==> src/rtl/l1_tag_way_array.sv <==
// N-way set-associative tag/valid/dirty store for the L1 data cache.
// Handles lookup, fill, invalidate and set-dirty, chooses replacement victims and clears itself after reset.
module l1_tag_way_array #(
  parameter int TAG_WIDTH = 9,
  parameter int IDX_WIDTH = 6,
  parameter int WAYS      = 2,
  localparam int WAY_BITS = (WAYS > 1) ? $clog2(WAYS) : 1
) (
  input  logic                 clk_i,
  input  logic                 rst_i,
  output logic                 init_done_o,
  input  logic                 req_valid_i,
  output logic                 req_ready_o,
  input  logic [1:0]           req_op_i,
  input  logic [IDX_WIDTH-1:0] req_idx_i,
  input  logic [TAG_WIDTH-1:0] req_tag_i,
  output logic                 rsp_valid_o,
  output logic                 rsp_hit_o,
  output logic [WAY_BITS-1:0]  rsp_way_o,
  output logic                 rsp_dirty_o,
  output logic                 rsp_victim_valid_o,
  output logic                 rsp_victim_dirty_o,
  output logic [TAG_WIDTH-1:0] rsp_victim_tag_o
);

  localparam int DEPTH   = 1 << IDX_WIDTH;
  localparam int ENTRY_W = TAG_WIDTH + 2;

  localparam logic [1:0] OP_LOOKUP = 2'b00;
  localparam logic [1:0] OP_FILL   = 2'b01;
  localparam logic [1:0] OP_INV    = 2'b10;
  localparam logic [1:0] OP_DIRTY  = 2'b11;

  typedef enum logic {
    S_INIT,
    S_READY
  } state_t;

  state_t state, state_next;

  logic [IDX_WIDTH-1:0] sweep_idx;
  logic                 accept;

  logic                 pend;
  logic [1:0]           pend_op;
  logic [IDX_WIDTH-1:0] pend_idx;
  logic [TAG_WIDTH-1:0] pend_tag;

  logic [ENTRY_W-1:0]   rd_q [WAYS];
  logic [WAY_BITS-1:0]  rr [DEPTH];

  logic [WAYS-1:0]      hit_vec;
  logic [WAYS-1:0]      inv_vec;
  logic                 hit;
  logic                 has_inv;
  logic [WAY_BITS-1:0]  hit_way;
  logic [WAY_BITS-1:0]  inv_way;
  logic [WAY_BITS-1:0]  victim_way;
  logic [ENTRY_W-1:0]   hit_entry;
  logic [ENTRY_W-1:0]   victim_entry;
  logic                 fill_miss;

  logic [WAYS-1:0]      we;
  logic [IDX_WIDTH-1:0] waddr;
  logic [ENTRY_W-1:0]   wdata;
  logic                 rr_we;
  logic [IDX_WIDTH-1:0] rr_waddr;
  logic [WAY_BITS-1:0]  rr_wdata;

  always_ff @(posedge clk_i) begin
    if (rst_i) begin
      state <= S_INIT;
    end else begin
      state <= state_next;
    end
  end

  // The bubble after a state-changing op keeps the next read from seeing the pre-write entry.
  always_comb begin
    state_next  = state;
    init_done_o = 1'b0;
    req_ready_o = 1'b0;
    case (state)
      S_INIT: begin
        if (sweep_idx == IDX_WIDTH'(DEPTH - 1)) begin
          state_next = S_READY;
        end
      end
      S_READY: begin
        init_done_o = 1'b1;
        req_ready_o = !(pend && (pend_op != OP_LOOKUP));
      end
      default: state_next = S_INIT;
    endcase
  end

  assign accept = req_valid_i && req_ready_o && !rst_i;

  always_ff @(posedge clk_i) begin
    if (rst_i) begin
      sweep_idx <= '0;
    end else if (state == S_INIT) begin
      sweep_idx <= sweep_idx + IDX_WIDTH'(1);
    end
  end

  always_ff @(posedge clk_i) begin
    if (rst_i) begin
      pend     <= 1'b0;
      pend_op  <= OP_LOOKUP;
      pend_idx <= '0;
      pend_tag <= '0;
    end else begin
      pend <= accept;
      if (accept) begin
        pend_op  <= req_op_i;
        pend_idx <= req_idx_i;
        pend_tag <= req_tag_i;
      end
    end
  end

  // One read-first RAM per way; entry layout is {tag, valid, dirty}.
  for (genvar w = 0; w < WAYS; w++) begin : g_way
    logic [ENTRY_W-1:0] mem [DEPTH];
    logic [ENTRY_W-1:0] q;

    always_ff @(posedge clk_i) begin
      if (we[w]) begin
        mem[waddr] <= wdata;
      end
      if (accept) begin
        q <= mem[req_idx_i];
      end
    end

    assign rd_q[w] = q;
  end

  always_ff @(posedge clk_i) begin
    if (rr_we) begin
      rr[rr_waddr] <= rr_wdata;
    end
  end

  always_comb begin
    hit_vec = '0;
    inv_vec = '0;
    for (int w = 0; w < WAYS; w++) begin
      hit_vec[w] = rd_q[w][1] && (rd_q[w][ENTRY_W-1:2] == pend_tag);
      inv_vec[w] = !rd_q[w][1];
    end
  end

  // Scanning from the top down leaves the lowest matching way selected.
  always_comb begin
    hit     = 1'b0;
    hit_way = '0;
    has_inv = 1'b0;
    inv_way = '0;
    for (int w = WAYS - 1; w >= 0; w--) begin
      if (hit_vec[w]) begin
        hit     = 1'b1;
        hit_way = WAY_BITS'(w);
      end
      if (inv_vec[w]) begin
        has_inv = 1'b1;
        inv_way = WAY_BITS'(w);
      end
    end
  end

  assign victim_way   = has_inv ? inv_way : rr[pend_idx];
  assign hit_entry    = rd_q[hit_way];
  assign victim_entry = rd_q[victim_way];
  assign fill_miss    = (pend_op == OP_FILL) && !hit;

  always_comb begin
    we       = '0;
    waddr    = pend_idx;
    wdata    = '0;
    rr_we    = 1'b0;
    rr_waddr = pend_idx;
    rr_wdata = '0;
    if (!rst_i) begin
      if (state == S_INIT) begin
        we       = '1;
        waddr    = sweep_idx;
        rr_we    = 1'b1;
        rr_waddr = sweep_idx;
      end else if (pend) begin
        case (pend_op)
          OP_FILL: begin
            wdata = {pend_tag, 2'b10};
            if (hit) begin
              we[hit_way] = 1'b1;
            end else begin
              we[victim_way] = 1'b1;
              // Round-robin only advances when it actually picked the victim.
              if ((WAYS > 1) && !has_inv) begin
                rr_we    = 1'b1;
                rr_wdata = rr[pend_idx] + WAY_BITS'(1);
              end
            end
          end
          OP_INV: begin
            if (hit) begin
              we[hit_way] = 1'b1;
              wdata       = {hit_entry[ENTRY_W-1:2], 2'b00};
            end
          end
          OP_DIRTY: begin
            if (hit) begin
              we[hit_way] = 1'b1;
              wdata       = {hit_entry[ENTRY_W-1:2], 2'b11};
            end
          end
          default: ;
        endcase
      end
    end
  end

  // Response fields only change when a response is produced and hold otherwise.
  always_ff @(posedge clk_i) begin
    if (rst_i) begin
      rsp_valid_o        <= 1'b0;
      rsp_hit_o          <= 1'b0;
      rsp_way_o          <= '0;
      rsp_dirty_o        <= 1'b0;
      rsp_victim_valid_o <= 1'b0;
      rsp_victim_dirty_o <= 1'b0;
      rsp_victim_tag_o   <= '0;
    end else begin
      rsp_valid_o <= pend;
      if (pend) begin
        rsp_hit_o          <= hit;
        rsp_way_o          <= hit ? hit_way : (fill_miss ? victim_way : '0);
        rsp_dirty_o        <= hit && hit_entry[0];
        rsp_victim_valid_o <= fill_miss && victim_entry[1];
        rsp_victim_dirty_o <= fill_miss && victim_entry[1] && victim_entry[0];
        rsp_victim_tag_o   <= (fill_miss && victim_entry[1]) ? victim_entry[ENTRY_W-1:2] : '0;
      end
    end
  end

endmodule

==> config.mk <==
export PLATFORM = sky130hd
export DESIGN_NAME = l1_tag_way_array
export DESIGN_NICKNAME = d
export VERILOG_FILES = /design/src/rtl/l1_tag_way_array.sv
export SDC_FILE = /design/constraint.sdc
export NUM_CORES = 1
export LEC_CHECK = 0
export CAP_MARGIN = 0
export CORE_MARGIN = 3
export CORE_UTILIZATION = 35
export CTS_BUF_LIST = sky130_fd_sc_hd__clkbuf_2 sky130_fd_sc_hd__clkbuf_4 sky130_fd_sc_hd__clkbuf_8
export DETAILED_ROUTE_END_ITERATION = 10
export PLACE_DENSITY = 0.49
export RECOVER_POWER = 50
export SYNTH_ARGS = -nofsm -noshare
export SYNTH_HDL_FRONTEND = slang
export SYNTH_SLANG_ARGS = --single-unit
==> constraint.sdc <==
create_clock -name clk_i -period 12.6 [get_ports clk_i]
set_input_delay 3.15 -clock clk_i [delete_from_list [all_inputs] [get_ports clk_i]]
set_output_delay 3.15 -clock clk_i [all_outputs]
set_load 0.01 [all_outputs]
Yosys cells after proc, flatten, opt, wreduce, memory -nomap -nowiden. Memory sizes are Yosys's and may differ from the RTL's. A register that Yosys moved wholly into a read port is not among the register bits. Cells that the tools add are included.

Bits in registers: 40. RAM bits: 1472. Bits of input ports: 20. Output and inout port bits: 17. Logic and storage cells: 106. Memories kept: 3.

Add/subtract/negate cells: 2. Order comparisons: 6. Equality and inequality tests: 6. Mux-type cells: 58. Bitwise operators: 2. Reductions and logical operators: 16.

Memory list: g_way[0].mem (words 64, bits a word 11, rd ports 1, clocked after Yosys merged registers in 1, wr ports 1, line 125) `logic [ENTRY_W-1:0] mem [DEPTH];`; g_way[1].mem (words 64, bits a word 11, rd ports 1, clocked after Yosys merged registers in 1, wr ports 1, line 125); rr (words 64, bits a word 1, rd ports 1, clocked after Yosys merged registers in 1, wr ports 1, line 50) `logic [WAY_BITS-1:0] rr [DEPTH];`.

Operators by type and width (count): $mux 11 (11); $mux 1 (33); $pmux 11 s3 (1); $mux 6 (4); $eq 9x9->1 (2); $logic_and 1x1->1 (11); $mux 2 (5); $mux 9 (1); $add 6x1->6 const B (1); $eq 6x6->1 const B (1); $eq 2x2->1 const B (2); $ge 2x2->1 const B (2); $lt 1x2->1 const B (2); $not 1->2 (2); $pmux 2 s2 (1); $logic_not 1->1 (3); $demux 1 s1 (2); $eq 2x1->1 const B (1); $ge 1x1->1 const B (2); $reduce_bool 2->1 (1); $reduce_or 2->1 (1); $add 1x1->1 const B (1).

Depth between registers and ports, before layout.
Depth after elaboration: 15. Mapped depth: 11. Depth with buffers taken out: 7.

Worst setup path before layout. Ideal clock, no wire load.

Kind: input port to flip-flop. From: input rst_i. To: memory g_way[0].mem[0][2] (netlist bit), data pin. Setup time: 1198 ps. Arrival: 8692 ps. Required time: 11402 ps. Path slack: 2710 ps. Cell stages on the path: 4. Path buffers: 1. Path through: nor2b_1 > clkbuf_1 > nand2_1 > o21ai_0.

Longest elaborated chain between the ends: 1.

RTL lines: start, declared (line 10) `input logic rst_i,`; $mux 11 (line 185) `if (!rst_i) begin`; via wdata[2] (line 65) `logic [ENTRY_W-1:0] wdata;`; end, declared (line 125).

The timed path passes the listed nets, and every way through them passes these cells.

Worst setup path in the final report.
From: input rst_i. To: memory g_way[1].mem[16][9] (netlist bit), enable pin.

Longest elaborated chain between the ends: 3. Elaborated cells between the ends (all ways): 4. Classes of those cells: mux (4).

RTL lines: $mux 2 (line 185); $mux 1 (line 129) `if (we[w]) begin`; $mux 1 (not written as such) (line 130) `mem[waddr] <= wdata;`; end, declared (line 125).

Several ways; a longest one is shown, not always the timed one.

==> impl_metrics.env <==
export IMPL_wirelength_mm=157.5
export IMPL_crit_path_end="g_way[1].mem[16][9]"
export IMPL_worst_path_max_fanout=34
export IMPL_cts_buffer_depth=4
export IMPL_async_flop_share_pct=0
export IMPL_ys_warnings_count=0
export IMPL_cts_sinks=1540
export IMPL_critPathSlowestCell="or2_0"
export IMPL_cts_root_buf="clkbuf_8"
export IMPL_post_cts_buffers=0
export IMPL_dr_pass1_iters=6
export IMPL_antenna_found_initial=14
export IMPL_rsz0062_at_grt="no"
export IMPL_relSlewSlack_pct=-194.6
export IMPL_mostFrequentLayoutCell="edfxtp_1"
export IMPL_r2r_end="g_way[1].mem[33][9]"
export IMPL_grt_pass1_wl_mm=227.0
export IMPL_fin_ws_ns=3.165
export IMPL_power_uw=10280
export IMPL_critPathLaunchType="input pin"
export IMPL_finalSetupTns_ns=0
export IMPL_setup_viol=0
export IMPL_critical_path_arrival_ns=10.02
export IMPL_ios=37
export IMPL_drive_above_1_share_pct=35.20
export IMPL_wl_per_cell_um=29.27
export IMPL_grt_pass1_vias=30880
export IMPL_cap_violations=24
export IMPL_design_die_area_um2=177000
export IMPL_r2r_slack_ns=6.22
export IMPL_ys_seq_area_share_pct=76.07
export IMPL_power_density_nw_per_um2=148.3
export IMPL_cts_tree="done"
export IMPL_final_cells=5382
export IMPL_post_cts_resized=0
export IMPL_drt_antenna_violating_nets=0
export IMPL_synth_area_top_cells="edfxtp_1 75%, mux4_2 18%, dfxtp_1 1.5%, clkbuf_1 0.74%, nor3_1 0.60%"
export IMPL_die_y_um=420.7
export IMPL_rr_worst_depth=8
export IMPL_num_fill_cells=14920
export IMPL_min_delay_path_class="reg -> reg"
export IMPL_ys_types=53
export IMPL_fin_skew_ns=0.08040
export IMPL_synth_seq_cells=1540
export IMPL_endpoint_kind="register"
export IMPL_rows=151
export IMPL_critPathRequiredTime_ns=13.18
export IMPL_hold_viol=0
export IMPL_syn_num_nets=2710
export IMPL_area_delta_synth_final_pct=15.25
export IMPL_synth_flop_cell="edfxtp_1"
export IMPL_peakVddDrop_mv=0.06311
export IMPL_syn_area_per_cell_um2=22.38
export IMPL_gp_congestion=0.8321
export IMPL_dp_cells=4925
export IMPL_status="finished, violations left"
export IMPL_hold_worst_slack_ns=0.4426
export IMPL_nets=3008
export IMPL_fin_crit_sh_pct=74.88
export IMPL_final_cell_mix="1,494 x edfxtp_1, 475 x mux4_2, 288 x clkbuf_8"
export IMPL_port_buffers=36
export IMPL_max_stage_delay_ns=1.88
export IMPL_timing_rr_start="pend_tag[4]"
export IMPL_netlist_instances=2689
export IMPL_drc=0
export IMPL_drtIter0Drc=2744
export IMPL_synth_top_area_share_pct=74.54
export IMPL_synth_edf_count=1494
export IMPL_grt_overflow_total=0
export IMPL_synthesis_area_um2=60180
export IMPL_dpl_hpwl_mm=94.79
export IMPL_finalMaxSlewViolations=1400
export IMPL_cp_cell_sequence="dlygate4sd3_1 -> clkbuf_1 -> or2_0 -> mux2i_1 -> nand3_1 -> or2_2 -> a21oi_1"
export IMPL_vias=29210
export IMPL_cts_buffers=277
export IMPL_grt_usage_pct=18.03
export IMPL_viasPerCell=5.427
export IMPL_yosys_area_top_type="edfxtp_1"
export IMPL_clk_pin_slew_ns=0.06
export IMPL_die_width_um=420.7
export IMPL_min_period_ns=9.435
export IMPL_worstSkewPairLatency_ns=1.02
export IMPL_cp_depth=7
export IMPL_path_buf_inv=2
export IMPL_grt_max_degree=134
export IMPL_core_area_um2=170000
export IMPL_pre_cts_ws_ns=4.490
export IMPL_crit_start="rst_i"
export IMPL_h_tree_depth=5
export IMPL_worstMarginPinSlew_ns=4.418
export IMPL_fmax_mhz=106.0
export IMPL_start_util_pct=35.39
export IMPL_power_leakage_uw=0.01977
export IMPL_failed_checks="max-capacitance violations, max-slew violations"
export IMPL_cts_hold_buffers=0
export IMPL_cpLargestDelayFamily="simple AND/OR/NAND/NOR gates"
export IMPL_path_class="in -> reg"
==> per-stage QoR <==
stage / utilization (%) / area (um^2)
floorplan: - / 60180
global placement: 37.95 / 64530
detailed placement: 37.96 / 64540
CTS: 40.96 / 69650
global route: 40.79 / 69350
finish: 40.79 / 69360
==> layout make-up <==
type	count	area, um^2	area share [%]
clock inverter	80	529.3	0.7631
timing repair buffer	192	1424	2.053
sequential	1540	45780	66.01
inverter	6	22.52	0.03247
multi-input combinational	970	14230	20.51
antenna	5	12.51	0.01804
tap	2218	2775	4.001
clock buffer	371	4587	6.613
==> Yosys cell counts (25+ instances only) <==
cell type	count
nand2_1	96
nor4_1	44
mux2i_1	25
nor2_1	47
mux4_2	475
dfxtp_1	46
nor4b_1	29
edfxtp_1	1494
buf_1	29
a21oi_1	44
nor3_1	72
clkbuf_1	119
==> per-layer routing <==
metal,vias up,global-route usage [%],routed length (um)
met5,-,0,0
met4,0,5.029,3284
met3,221,3.781,9166
met2,950,29.87,79330
met1,15970,24.13,65760
li1,12070,-,-
==> logic make-up (layout without fill, tap and decap cells) <==
group | after synthesis | count (layout) | share of synthesized area, %
DFF | 1540 | 1540 | 76.07
muxes | 504 | 504 | 18.29
and+or+nand+nor | 352 | 352 | 3.125
buffers and inverters | 179 | 649 | 1.258
AOI/OAI and AO/OA | 91 | 91 | 0.9127
xor gates and xnor gates | 22 | 22 | 0.3202
adders and majority gates | 1 | 1 | 0.02079
other | 0 | 5 | 0
==> worst min-delay path, stage by stage (launching register included) <==
cell and delay (ns):
dfxtp_1 0.30, nand2_1 0.05, nand2_1 0.04
==> report_power, final <==
group	internal (uW)	total (uW)	leakage, uW	switching, uW
combinational	122	299	0.00418	178
clock	2480	4440	0.00270	1950
sequential	5540	5550	0.0129	3.03
total	8150	10300	0.0198	2130
==> flip-flops by register name, summed over array words and instances, names as in the netlist, 2 cells and up, named ones only <==
register and cells:
rr 64, rsp_victim_tag_o 9, g_way.mem 1408, sweep_idx 6
pend_op 2, pend_tag 9, g_way.q 22, pend_idx 6
==> how the worst min path moves through the flow <==
stage / from / endpoint / slack [ns] / depth (start not counted)
3_3_place_gp: rsp_victim_valid_o / rsp_victim_valid_o / 0.44 / 2
4_1_cts: rsp_victim_valid_o / rsp_victim_valid_o / 0.45 / 2
2_1_floorplan: pend_idx[1] / register / 0.45 / 2
6_report: rsp_victim_valid_o / rsp_victim_valid_o / 0.44 / 2
3_5_place_dp: rsp_victim_valid_o / rsp_victim_valid_o / 0.44 / 2
5_1_grt: rsp_hit_o / rsp_hit_o / 0.47 / 2
No activity file was read; power rests on OpenSTA's default activity.
